`src/rtl/dpb_fifo_pkg.sv`:
```
`default_nettype none
// +----------------------------------------------------------------------+
// | dpb_fifo_pkg : shared widths and types for the dpb stream FIFO       |
// | Revision     : 1.0                                                   |
// +----------------------------------------------------------------------+
package dpb_fifo_pkg;

  localparam int DATA_W_DEF = 16;
  localparam int ADDR_W_DEF = 7;
  localparam int DEPTH      = 2 ** ADDR_W_DEF;
  localparam int SKID_CNT_W = 2;

  typedef logic [SKID_CNT_W-1:0] skid_cnt_t;

endpackage
`default_nettype wire

```
`src/rtl/dpb_skid2.sv`:
```
`default_nettype none
// +----------------------------------------------------------------------+
// | dpb_skid2 : 2-entry output skid buffer, head drives the stream port  |
// | Revision  : 1.0                                                      |
// +----------------------------------------------------------------------+
module dpb_skid2
  import dpb_fifo_pkg::*;
#(
  parameter int DATA_W = DATA_W_DEF
) (
  input  logic              clk,
  input  logic              resetn,
  input  logic              push_i,
  input  logic              pop_i,
  input  logic [DATA_W-1:0] din_i,
  output logic              valid_o,
  output logic [DATA_W-1:0] dout_o,
  output skid_cnt_t         cnt_o
);

  logic [DATA_W-1:0] head_q, head_d;
  logic [DATA_W-1:0] tail_q, tail_d;
  skid_cnt_t         cnt_q, cnt_d;
  logic              valid_q;

  always_comb begin
    head_d = head_q;
    tail_d = tail_q;
    cnt_d  = cnt_q;
    case ({push_i, pop_i})
      2'b10: begin
        if (cnt_q == 2'd0) head_d = din_i;
        else               tail_d = din_i;
        cnt_d = cnt_q + 2'd1;
      end
      2'b01: begin
        head_d = tail_q;
        cnt_d  = cnt_q - 2'd1;
      end
      2'b11: begin
        // Simultaneous push/pop keeps the count; the new word lands behind any survivor.
        if (cnt_q == 2'd2) begin
          head_d = tail_q;
          tail_d = din_i;
        end else begin
          head_d = din_i;
        end
      end
      default: ;
    endcase
  end

  always_ff @(posedge clk or negedge resetn) begin
    if (!resetn) begin
      head_q  <= '0;
      tail_q  <= '0;
      cnt_q   <= '0;
      valid_q <= 1'b0;
    end else begin
      head_q  <= head_d;
      tail_q  <= tail_d;
      cnt_q   <= cnt_d;
      valid_q <= (cnt_d != 2'd0);
    end
  end

  assign valid_o = valid_q;
  assign dout_o  = head_q;
  assign cnt_o   = cnt_q;

endmodule
`default_nettype wire

```
`src/rtl/dpb_stream_fifo.sv`:
```
`default_nettype none
// +----------------------------------------------------------------------+
// | dpb_stream_fifo : FWFT valid/ready FIFO controller for a 128x16 DPRAM |
// | Revision        : 1.0                                                |
// +----------------------------------------------------------------------+
module dpb_stream_fifo
  import dpb_fifo_pkg::*;
#(
  parameter int DATA_W = DATA_W_DEF,
  parameter int ADDR_W = ADDR_W_DEF
) (
  input  logic              clk,
  input  logic              resetn,
  input  logic              s_valid,
  output logic              s_ready,
  input  logic [DATA_W-1:0] s_data,
  output logic              m_valid,
  input  logic              m_ready,
  output logic [DATA_W-1:0] m_data,
  output logic [ADDR_W+1:0] level,
  output logic              overflow,
  output logic              ram_cea,
  output logic              ram_wrea,
  output logic [ADDR_W-1:0] ram_ada,
  output logic [DATA_W-1:0] ram_dina,
  output logic              ram_ceb,
  output logic [ADDR_W-1:0] ram_adb,
  input  logic [DATA_W-1:0] ram_doutb,
  output logic              ram_ocea,
  output logic              ram_oceb,
  output logic              ram_wreb,
  output logic              ram_reseta,
  output logic              ram_resetb
);

  logic [ADDR_W-1:0] wptr_q, rptr_q;
  logic [ADDR_W:0]   ram_cnt_q, ram_cnt_d;
  logic              inflight_q;
  logic              s_ready_q;
  logic              overflow_q;
  skid_cnt_t         skid_cnt;
  logic              w_wr, w_rd, w_pop;
  logic [2:0]        w_occ;

  assign w_wr  = s_valid & s_ready_q;
  assign w_pop = m_valid & m_ready;
  assign w_occ = {1'b0, skid_cnt} + {2'b00, inflight_q};
  // Read decision uses registered ram_cnt, so it never targets the slot written this edge.
  assign w_rd  = (ram_cnt_q != '0) && (w_occ < ({2'b00, w_pop} + 3'd2));

  assign ram_cnt_d = ram_cnt_q + {{ADDR_W{1'b0}}, w_wr} - {{ADDR_W{1'b0}}, w_rd};

  always_ff @(posedge clk or negedge resetn) begin
    if (!resetn) begin
      wptr_q     <= '0;
      rptr_q     <= '0;
      ram_cnt_q  <= '0;
      inflight_q <= 1'b0;
      s_ready_q  <= 1'b0;
      overflow_q <= 1'b0;
    end else begin
      if (w_wr) wptr_q <= wptr_q + 1'b1;
      if (w_rd) rptr_q <= rptr_q + 1'b1;
      ram_cnt_q  <= ram_cnt_d;
      inflight_q <= w_rd;
      // ram_cnt tops out at 2**ADDR_W, so its MSB alone flags full.
      s_ready_q  <= ~ram_cnt_d[ADDR_W];
      overflow_q <= overflow_q | (s_valid & ~s_ready_q);
    end
  end

  dpb_skid2 #(
    .DATA_W (DATA_W)
  ) u_skid (
    .clk     (clk),
    .resetn  (resetn),
    .push_i  (inflight_q),
    .pop_i   (w_pop),
    .din_i   (ram_doutb),
    .valid_o (m_valid),
    .dout_o  (m_data),
    .cnt_o   (skid_cnt)
  );

  assign s_ready  = s_ready_q;
  assign overflow = overflow_q;
  assign level    = {1'b0, ram_cnt_q} + {{(ADDR_W+1){1'b0}}, inflight_q}
                  + {{ADDR_W{1'b0}}, skid_cnt};

  assign ram_cea    = w_wr;
  assign ram_wrea   = w_wr;
  assign ram_ada    = wptr_q;
  assign ram_dina   = s_data;
  assign ram_ceb    = w_rd;
  assign ram_adb    = rptr_q;
  assign ram_ocea   = 1'b1;
  assign ram_oceb   = 1'b1;
  assign ram_wreb   = 1'b0;
  assign ram_reseta = 1'b0;
  assign ram_resetb = 1'b0;

endmodule
`default_nettype wire

```
`config.mk`:
```
export PLATFORM = sky130hd
export DESIGN_NAME = dpb_stream_fifo
export DESIGN_NICKNAME = d
export VERILOG_FILES = /design/src/rtl/dpb_fifo_pkg.sv /design/src/rtl/dpb_skid2.sv /design/src/rtl/dpb_stream_fifo.sv
export SDC_FILE = /design/constraint.sdc
export NUM_CORES = 1
export LEC_CHECK = 0
export CAP_MARGIN = 30
export CORE_ASPECT_RATIO = 1.25
export CORE_UTILIZATION = 50
export CTS_BUF_LIST = sky130_fd_sc_hd__clkbuf_2 sky130_fd_sc_hd__clkbuf_4 sky130_fd_sc_hd__clkbuf_8
export DETAILED_ROUTE_END_ITERATION = 8
export GPL_TIMING_DRIVEN = 1
export HOLD_SLACK_MARGIN = 0.08
export PLACE_DENSITY = 0.87
export SKIP_LAST_GASP = 1
export SLEW_MARGIN = 5
export SYNTH_ARGS = -nofsm -noshare
export SYNTH_HDL_FRONTEND = slang
export SYNTH_SLANG_ARGS = --single-unit
```
`constraint.sdc`:
```
create_clock -name clk -period 4.8 [get_ports clk]
set_input_delay 0.96 -clock clk [delete_from_list [all_inputs] [get_ports clk]]
set_output_delay 0.96 -clock clk [all_outputs]
set_load 0.05 [all_outputs]
```
# == After elaboration in Yosys (flattened, before gate mapping) ==
# Cells that the tools add are included.
# W data, S select, Z words.
# op_classes
n_addsub,10
magnitude_cmp,1
eq_ne,7
mux,7
n_bitwise,6
n_reduce_logical,8
# ops
cell,count
$mux W16,4
$pmux W16 S3,1
$pmux W16 S2,1
$add A7 B1 Y7 const B,2
$add A8 B1 Y9,1
$add A9 B2 Y9,1
$add A8 B1 Y8,1
$reduce_bool A8 Y1,1
$sub A8 B1 Y8,1
$eq A2 B2 Y1 const B,3
$ne A2 B1 Y1 const B,2
$pmux W2 S2,1
$reduce_bool A2 Y1,2
$add A1 B2 Y3 const B,1
$add A2 B1 Y3,1
$and A1 B1 Y1,3
$lt A3 B3 Y1,1
$reduce_and A3 Y1,1
$reduce_bool A3 Y1,1
$add A2 B1 Y2 const B,1
$eq A2 B1 Y1 const B,1
$logic_not A2 Y1,1
$ne A2 B2 Y1 const B,1
$not A1 Y1,2
4 further kinds,4
# totals
regBits,60
input_bits,36
out_inout_bits,66
word_cells,49

# == Logic depth before layout (Yosys ltp) ==
# Gate-level depths: netlist of run 1.
# logic_depth
ltp_word,6
mapped_depth,15
depth_no_buf,15

# == By module ==
# From an unflattened synthesis of run 1, not the netlist that was laid out.
# hier_totals
cells_unflattened,304
hier_area_um2,3463.3
# modules_own_cells
mod,n_inst,cells_each,area_per_inst_um2
dpb_stream_fifo,1,171,1801.7
dpb_skid2,1,133,1661.6

# == Least setup slack after synthesis of run 1 ==
# Ideal clock, no wire load.
# synth_path
path_kind,in2reg
startpoint,input m_ready
endpoint,register ram_cnt_q[6]
arrival_time_ps,3259
required_ps,4714
slack_ps,1455
cell_stages,13
path_buffers,0
path_cell_list,nand3b_1 a22oi_4 nand2b_1 inv_1 ha_1 inv_1 ha_1 inv_1 fa_1 nor2b_1 o221ai_1 nor4b_1 nor3_1
# synth_between
elab_chain_cells,5
# synth_lines
element,line_no,text
from (decl),dpb_stream_fifo.sv:18,"input logic m_ready,"
$and A1 B1 Y1,dpb_stream_fifo.sv:46,assign w_pop = m_valid & m_ready;
$add A1 B2 Y3,dpb_stream_fifo.sv:49,"assign w_rd = (ram_cnt_q != '0) && (w_occ < ({2'b00, w_pop} + 3'd2));"
$lt A3 B3 Y1,dpb_stream_fifo.sv:49,
$logic_and A1 B1 Y1,dpb_stream_fifo.sv:49,
net ram_ceb,dpb_stream_fifo.sv:26,"output logic ram_ceb,"
$sub A8 B1 Y8,dpb_stream_fifo.sv:51,"assign ram_cnt_d = ram_cnt_q + {{ADDR_W{1'b0}}, w_wr} - {{ADDR_W{1'b0}}, w_rd};"
net ram_cnt_d[6],dpb_stream_fifo.sv:37,"logic [ADDR_W:0] ram_cnt_q, ram_cnt_d;"
to (signal assigned),dpb_stream_fifo.sv:64,ram_cnt_q <= ram_cnt_d;
to (decl),dpb_stream_fifo.sv:37,
# The timed path passes the listed nets, and every way through them passes these cells.
# A chain may end at the register's enable or synchronous reset.

# == Worst setup path after layout of run 1 ==
# layout_path
startpoint,input m_ready
endpoint,output ram_ceb
# layout_between
elab_chain_cells,4
# layout_lines
element,line_no
$and A1 B1 Y1,dpb_stream_fifo.sv:46
$add A1 B2 Y3,dpb_stream_fifo.sv:49
$lt A3 B3 Y1,dpb_stream_fifo.sv:49
$logic_and A1 B1 Y1,dpb_stream_fifo.sv:49
to (decl),dpb_stream_fifo.sv:26
# Every way passes these cells.

==> reports/qor.csv, run 1 <==
stage;metric;value;unit
run_status;status;completed;
route;ant_nets;0;
setup_path;worstPathArrival;2.85;ns
setup_path;critPathTopFamily;buffers and inverters;
timing;maxSlewViolCount;0;
setup_path;critPathKind;in -> out;
global_route;grt_max_degree;61;
route;drc_errors;0;
route;num_vias;2272;
setup_path;worstPathCellList;clkdlybuf4s50_1 -> nand3b_1 -> a22oi_4 -> nand2b_1 -> inv_1 -> clkdlybuf4s50_1;
place;place_congestion;0.730;
place;pre_cts_slack;0.984;ns
route;firstDrtPassIters;4;
global_route;grt_pass1_vias;2184;
timing;setup_tns;0;ns
synthesis;synth_cell_type_count;43;
setup_path;path_max_fanout;6;
floorplanning;dieArea;6960;um^2
global_route;grt_pass1_wl;10100;um
timing;hold_violations;0;
global_route;antenna_found_initial;0;
timing;fin_crit;3.81;ns
setup_path;critPathBufInv;3;
place;dp_cells;423;
floorplanning;pin_count;102;
setup_path;cp-start-kind;primary input;
job;cap_violations;0;
floorplanning;die_w;74.8;um
cts;clock_latency;0.34;ns
cts;cts_tree;done;
synthesis;synth_top_area_frac;0.453;
synthesis;yosys_warnings;0;
synthesis;ys_ff_latch;60;
synthesis;ys_async_sr_fraction;1.00;
synthesis;synth_enable_flop_cells;0;
finish;multiInputGateArea;1500;um^2
cts;cts_buffers;9;
route;wl_per_cell;14.6;um
synthesis;avgSynthCellArea;11.2;um^2
global_route;overflow;0;
synthesis;yosysMostFrequentCell;dfrtp_1;
setup_path;cpMaxStageDelayCell;clkdlybuf4s50_1;
place;io_buffer_count;64;
setup_path;cp_common_cell;clkdlybuf4s50_1;
floorplanning;die-height;93.0;um
timing;fin_crit_sh;0.793;
route;wl;6390;um
finish;drive_above_1_share;0.124;
min_path;min_path_type;reg -> reg;
timing;fmax;263;MHz
setup_path;worst_path_largest_cell_delay;0.81;ns
finish;seq_area;1500;um^2
cts;cts_resized;0;
floorplanning;fp-row-count;32;
route;viasPerCell;5.18;
timing;rsz0062_at_grt;false;
route;drt_iter0_drc;106;
timing;fin_ws;0.993;ns
place;hpwl;4570;um
cts;post_cts_buffers;0;
synthesis;synth_common_cells;60 x dfrtp_1, 25 x ha_1, 24 x inv_1;
synthesis;synthTopCellsByArea;dfrtp_1 45%, ha_1 9.4%, xnor2_1 5.3%, buf_4 5.0%, mux2_4 4.5%;
cts;cts_htree_levels;3;
setup_path;crit_required;3.84;ns
finish;n_fill_cell;496;
cts;cts_hold_buf;0;
timing;slew-limit-headroom;0.426;
setup_path;endpoint_kind;output pin;
floorplanning;initial_utilization;0.527;
finish;diodes;0;
synthesis;yosysSeqAreaShare;0.453;
timing;setup_viol;0;
cts;cts_root_buf;clkbuf_8;
timing;tightest_slew;0.861;ns
synthesis;synth_top_area_cell;dfrtp_1;
timing;skew;0.0120;ns
global_route;grt_use_total;0.196;
cts;clock-sinks;60;
finish;syn2layout_area_growth;23.0;%
cts;clockBufferDepth;2;
finish;final_cells;439;
synthesis;postSynthCellCount;297;
synthesis;synth_area;3310;um^2
finish;fin_nets;413;
floorplanning;coreArea;6290;um^2
synthesis;synth_ff_type;dfrtp_1;
cts;clk_pin_slew;0.07;ns
## routing by layer
| metal | global-route usage | vias to the layer above | routed length [um] |
|---|---|---|---|
| li1 | - | 1079 | - |
| met1 | 0.238 | 1116 | 2770 |
| met2 | 0.321 | 69 | 3220 |
| met3 | 0.0593 | 8 | 334 |
| met4 | 0.0770 | 0 | 66 |
| met5 | 0 | - | 0 |
## state kept, by name, indices dropped and copies added (netlist names)
register	cells
overflow	1
s_ready	1
u_skid.cnt_o	2
ram_adb	7
u_skid.dout_o	16
u_skid.tail_q	16
inflight_q	1
u_skid.valid_o	1
ram_ada	7
ram_cnt_q	8
## final timing paths
kind | start | endpoint | slack [ns] | depth (start not counted)
setup / recovery | m_ready | ram_ceb | 0.99 | 6
hold / removal | ram_adb[6] | ram_adb[6] | 0.48 | 1
setup reg to reg | u_skid.cnt_o[0] | ram_cnt_q[6] | 1.63 | 14
hold reg to reg | ram_adb[6] | ram_adb[6] | 0.48 | 1
max in group asynchronous | resetn | ram_adb[4] | 3.51 | 2
min in group asynchronous | resetn | u_skid.dout_o[4] | 0.77 | 2
## through the flow
| step | instance area [um^2] | utilization | hold WS, ns |
|---|---|---|---|
| 2_1_floorplan | 3320 | - | 0.481 |
| 3_3_place_gp | 3870 | 0.615 | 0.454 |
| 3_5_place_dp | 3870 | 0.615 | 0.468 |
| 4_1_cts | 4070 | 0.648 | 0.486 |
| 5_1_grt | 4070 | 0.648 | 0.506 |
| 6_report | 4070 | 0.648 | 0.476 |
## layout by cell type, fill, tap and decap left out, types with 2 or more instances in the layout
master and count:
nand2b_1 3, fa_1 3, dfrtp_1 60, or2_2 2, a21oi_1 20, inv_1 24, xor2_1 6, ha_1 25
o21ai_0 3, mux2_4 10, xnor2_1 20, clkinv_2 2, nor2_1 21, nor2b_1 2, clkbuf_8 11, nand3b_1 3
conb_1 5, a21o_1 2, buf_4 4, nand3_1 8, mux2_2 8, o21a_1 2, clkdlybuf4s50_1 63, a22oi_1 16
nand2_1 9
## layout make-up
cell class,count,area share
multi-input cells,186,0.369
well taps,85,0.0261
inverters,24,0.0221
clock inverters,4,0.0117
flip-flops and latches,60,0.369
repair buffers,68,0.163
clock buffers,12,0.0390
## cell families (layout without fill, tap and decap cells)
kind of cell,Yosys count,after routing,synth area share
DFF,60,60,0.453
adders and majority gates,28,28,0.113
muxes,18,18,0.0725
and+or+nand+nor,58,58,0.0899
buffers and inverters,54,108,0.0960
xor gates and xnor gates,26,26,0.0688
other,2,5,0.00227
AOI/OAI and AO/OA,51,51,0.105
Power of run 1 is not shown: default switching activity piles up to over one toggle a cycle in this logic, so the estimate is an artifact.
==> run 2: changes to the inputs <==
- CORE_UTILIZATION: 50 -> 49
- PLACE_DENSITY: 0.87 -> 0.85
- clock period: 4.8 -> 3.94 ns (I/O delays scaled with it)
==> run 2 against run 1 <==
Effect of this change: final cell count is 0.23% higher; die area is 2.0% higher; global-route usage is 0.053 points higher; first-iteration DRC count is 7.5% lower; count of clock-buffer cells in the layout is 2 lower; flip-flop and latch count stayed put; critical endpoint is now level[6].
==> reports/qor.csv, run 2 (same netlist as run 1, synthesis figures left out) <==
stage;metric;value;unit
global_route;grt_use_total;0.197;
cts;cts_htree_levels;3;
timing;fin_ws;0.403;ns
floorplanning;dieArea;7090;um^2
setup_path;crit_required;3.15;ns
timing;fmax;283;MHz
finish;final_cell_mix;63 x clkdlybuf4s50_1, 60 x dfrtp_1, 25 x ha_1;
timing;rsz0062_at_grt;false;
job;cap_violations;0;
floorplanning;coreArea;6570;um^2
run_status;status;completed;
global_route;grt_pass1_vias;2208;
cts;cts_root_buf;clkbuf_8;
global_route;grt_max_degree;33;
setup_path;r2r_cells;15;
route;viasPerCell;5.21;
floorplanning;fp-row-count;33;
setup_path;endpoint_kind;output pin;
global_route;grt_pass1_wl;10300;um
cts;clock-sinks;60;
timing;fin_crit_sh;0.898;
cts;cts_buffers;9;
route;num_vias;2291;
finish;layout_commonest_cell;clkdlybuf4s50_1;
timing;maxSlewViolCount;0;
place;pre_cts_slack;0.369;ns
finish;n_fill_cell;528;
finish;diodes;0;
timing;setup_viol;0;
setup_path;worst-r2r-setup-slack;0.64;ns
cts;cts_resized;0;
timing;setup_tns;0;ns
timing;fin_crit;3.54;ns
global_route;overflow;0;
timing;slew-limit-headroom;0.436;
floorplanning;initial_utilization;0.504;
timing;tightest_slew;0.846;ns
timing;skew;0.00826;ns
cts;cts_tree;done;
setup_path;reg2reg_to;ram_cnt_q[6];
min_path;worstHoldEndpoint;overflow;
route;wl;6420;um
setup_path;cpMaxStageDelayCell;clkdlybuf4s50_1;
finish;multiInputGateArea;1500;um^2
setup_path;reg2reg_from;ram_cnt_q[6];
finish;drive_above_1_share;0.122;
place;place_congestion;0.907;
cts;clock_latency;0.33;ns
cts;cts_hold_buf;0;
finish;seq_area;1500;um^2
place;hpwl;4620;um
finish;syn2layout_area_growth;22.6;%
route;drt_iter0_drc;98;
setup_path;path_max_fanout;8;
setup_path;worstPathArrival;2.75;ns
route;wl_per_cell;14.6;um
setup_path;worst_path_largest_cell_delay;0.81;ns
setup_path;cp-start-kind;flop;
setup_path;worstPathCellList;inv_1 -> fa_1 -> inv_1 -> fa_1 -> nand3_1 -> xnor2_1 -> clkdlybuf4s50_1;
cts;post_cts_buffers;0;
setup_path;critPathBufInv;3;
route;ant_nets;0;
finish;fin_nets;413;
min_path;hold_start;overflow;
setup_path;critPathTopFamily;buffers and inverters;
min_path;holdPathStages;1;
floorplanning;die_w;75.5;um
place;io_buffer_count;64;
timing;hold_violations;0;
cts;clockBufferDepth;2;
min_path;min_path_type;reg -> reg;
floorplanning;die-height;93.9;um
setup_path;critPathKind;reg -> out;
route;drc_errors;0;
route;firstDrtPassIters;4;
setup_path;cp-startpoint;u_skid.cnt_o[0];
cts;clk_pin_slew;0.06;ns
global_route;antenna_found_initial;0;
floorplanning;pin_count;102;
-- run 2: final cells by class --
class	instances	area share
flip-flops and latches	60	0.370
repair buffers	68	0.164
well taps	87	0.0268
inverters	24	0.0222
clock buffers	10	0.0339
clock inverters	5	0.0129
multi-input cells	186	0.370
-- run 2: metrics by stage --
stage | utilization | instance area, um^2 | hold WS (ns) | cells
finish | 0.618 | 4060 | 0.462 | 440
global route | 0.618 | 4060 | 0.474 | 440
CTS | 0.618 | 4060 | 0.466 | 440
detailed placement | 0.589 | 3870 | 0.448 | 425
global placement | 0.589 | 3870 | 0.444 | 425
floorplan | - | 3320 | 0.481 | 300
-- run 2: metal layers --
metal | GRT usage | share of wire
met1 | 0.233 | 0.43
met2 | 0.327 | 0.50
met3 | 0.0558 | 0.055
met4 | 0.0849 | 0.017
met5 | 0 | 0
-- run 2: worst max path at each step --
stage / cells past startpoint / to / slack, ns
after floorplan: 15 / ram_cnt_q[6] / 0.75
final: 7 / level[6] / 0.40
after global placement: 14 / ram_cnt_q[6] / 0.49
after detailed placement: 14 / ram_cnt_q[6] / 0.37
after CTS: 7 / level[7] / 0.35
after global routing: 7 / level[7] / 0.22
Power of run 2 is left out for the same reason.
==> run 3: changes to the inputs <==
- SETUP_SLACK_MARGIN: not set -> 0.5
- SKIP_LAST_GASP: 1 -> not set
==> run 3 against run 2 <==
Effect of this change: first-iteration DRC count shrank 17%; utilization about the same; count of clock-buffer cells in the layout unchanged; via count hardly changed; critical path depth up 8; global-route usage unchanged; non-clock buffer count grew 1; clock skew hardly changed; highest routed layer unchanged.
==> reports/qor.csv, run 3 (same netlist as run 1, synthesis figures left out) <==
stage;metric;value;unit
finish;drive_above_1_share;0.127;
finish;seq_area;1500;um^2
finish;diodes;0;
setup_path;cp-start-kind;flop;
setup_path;worstPathCellList;inv_1 -> ha_1 -> and4bb_2 -> a22oi_4 -> nand2b_1 -> inv_1 -> ha_1 -> inv_1 -> ha_1 -> inv_1 -> fa_1 -> nor2b_1 -> o221ai_1 -> nor4b_1 -> nor3_1;
route;viasPerCell;5.20;
setup_path;worst_path_largest_cell_delay;0.41;ns
setup_path;cpMaxStageDelayCell;dfrtp_1;
setup_path;r2r_cells;15;
place;hpwl;4620;um
min_path;worstHoldEndpoint;overflow;
job;cap_violations;0;
setup_path;path_max_fanout;6;
setup_path;crit_required;4.19;ns
timing;slew-limit-headroom;0.435;
timing;setup_viol;0;
route;wl;6450;um
global_route;grt_pass1_vias;2208;
setup_path;critPathKind;reg -> reg;
finish;n_fill_cell;528;
route;wl_per_cell;14.6;um
setup_path;worstPathArrival;3.52;ns
floorplanning;fp-row-count;33;
floorplanning;die-height;93.9;um
global_route;grt_pass1_wl;10300;um
floorplanning;die_w;75.5;um
floorplanning;pin_count;102;
finish;final_cell_mix;59 x dfrtp_1, 54 x clkdlybuf4s50_1, 25 x ha_1;
timing;fin_crit;3.28;ns
floorplanning;coreArea;6570;um^2
cts;clock_latency;0.33;ns
route;drt_iter0_drc;81;
setup_path;critPathTopFamily;adder cells;
timing;fin_crit_sh;0.832;
route;drc_errors;0;
min_path;hold_start;overflow;
timing;maxSlewViolCount;0;
finish;multiInputGateArea;1500;um^2
global_route;antenna_found_initial;0;
global_route;grt_use_total;0.197;
cts;cts_root_buf;clkbuf_8;
finish;syn2layout_area_growth;22.6;%
cts;cts_htree_levels;3;
cts;cts_buffers;9;
setup_path;critPathBufInv;4;
setup_path;reg2reg_to;ram_cnt_q[6];
route;ant_nets;0;
timing;hold_violations;0;
cts;cts_tree;done;
min_path;min_path_type;reg -> reg;
setup_path;reg2reg_from;ram_cnt_q[6];
timing;skew;0.00807;ns
timing;fmax;305;MHz
timing;rsz0062_at_grt;false;
timing;setup_tns;0;ns
cts;clockBufferDepth;2;
cts;clock-sinks;60;
floorplanning;dieArea;7090;um^2
route;num_vias;2293;
place;place_congestion;0.907;
place;io_buffer_count;64;
cts;cts_hold_buf;0;
setup_path;worst-r2r-setup-slack;0.66;ns
finish;layout_commonest_cell;dfrtp_1;
floorplanning;initial_utilization;0.504;
global_route;overflow;0;
setup_path;cp_common_cell;inv_1;
setup_path;endpoint_kind;flop;
run_status;status;completed;
cts;clk_pin_slew;0.07;ns
finish;fin_nets;414;
route;firstDrtPassIters;4;
min_path;holdPathStages;1;
global_route;grt_max_degree;33;
timing;tightest_slew;0.847;ns
run 3: cell count changes in the layout (fill, tap and decap cells not counted), sizes merged:
cell | previous run | this run
dlymetal6s2s | 0 | 1
buf | 5 | 6
dlygate4sd2 | 0 | 8
clkdlybuf4s50 | 63 | 54
run 3: area by class of cell:
class | instances | share of cell area
Multi-Input combinational cell | 186 | 0.370
Clock buffer | 10 | 0.0339
Timing Repair Buffer | 69 | 0.164
Sequential cell | 60 | 0.370
Clock inverter | 5 | 0.0129
Inverter | 24 | 0.0222
Tap cell | 87 | 0.0268
run 3: how the worst max path moves through the flow:
| stage | from | to | slack [ns] | depth (start not counted) |
|---|---|---|---|---|
| CTS | u_skid.cnt_o[0] | level[1] | 0.60 | 5 |
| global route | ram_cnt_q[6] | ram_cnt_q[6] | 0.49 | 15 |
| global placement | m_ready | ram_cnt_q[6] | 0.49 | 14 |
| finish | ram_cnt_q[6] | ram_cnt_q[6] | 0.66 | 15 |
| floorplan | ram_cnt_q[2] | ram_cnt_q[6] | 0.75 | 15 |
| detailed placement | m_ready | ram_cnt_q[6] | 0.37 | 14 |
run 3: layer usage:
layer  wire (um)  share of wire  up-vias  GRT usage
met4         107          0.017        0     0.0849
met2        3220           0.50       77      0.327
met1        2770           0.43     1125      0.233
li1            -              -     1083          -
met5           0              0        -          0
met3         357          0.055        8     0.0558
run 3: timing repair:
| action | in CTS | in global routing |
|---|---|---|
| resized for setup | 8 | 2 |
| setup buffers | 0 | 1 |
| setup endpoints to repair | 8 | 2 |
run 3: metrics by stage:
| stage | hold WS, ns | utilization | std cells | cell area, um^2 | setup slack (ns) |
|---|---|---|---|---|---|
| 2_1_floorplan | 0.481 | - | 300 | 3320 | 0.752 |
| 3_3_place_gp | 0.444 | 0.589 | 425 | 3870 | 0.493 |
| 3_5_place_dp | 0.448 | 0.589 | 425 | 3870 | 0.369 |
| 4_1_cts | 0.466 | 0.617 | 440 | 4050 | 0.599 |
| 5_1_grt | 0.474 | 0.619 | 441 | 4060 | 0.493 |
| 6_report | 0.462 | 0.619 | 441 | 4060 | 0.663 |
Power of run 3 is left out for the same reason.
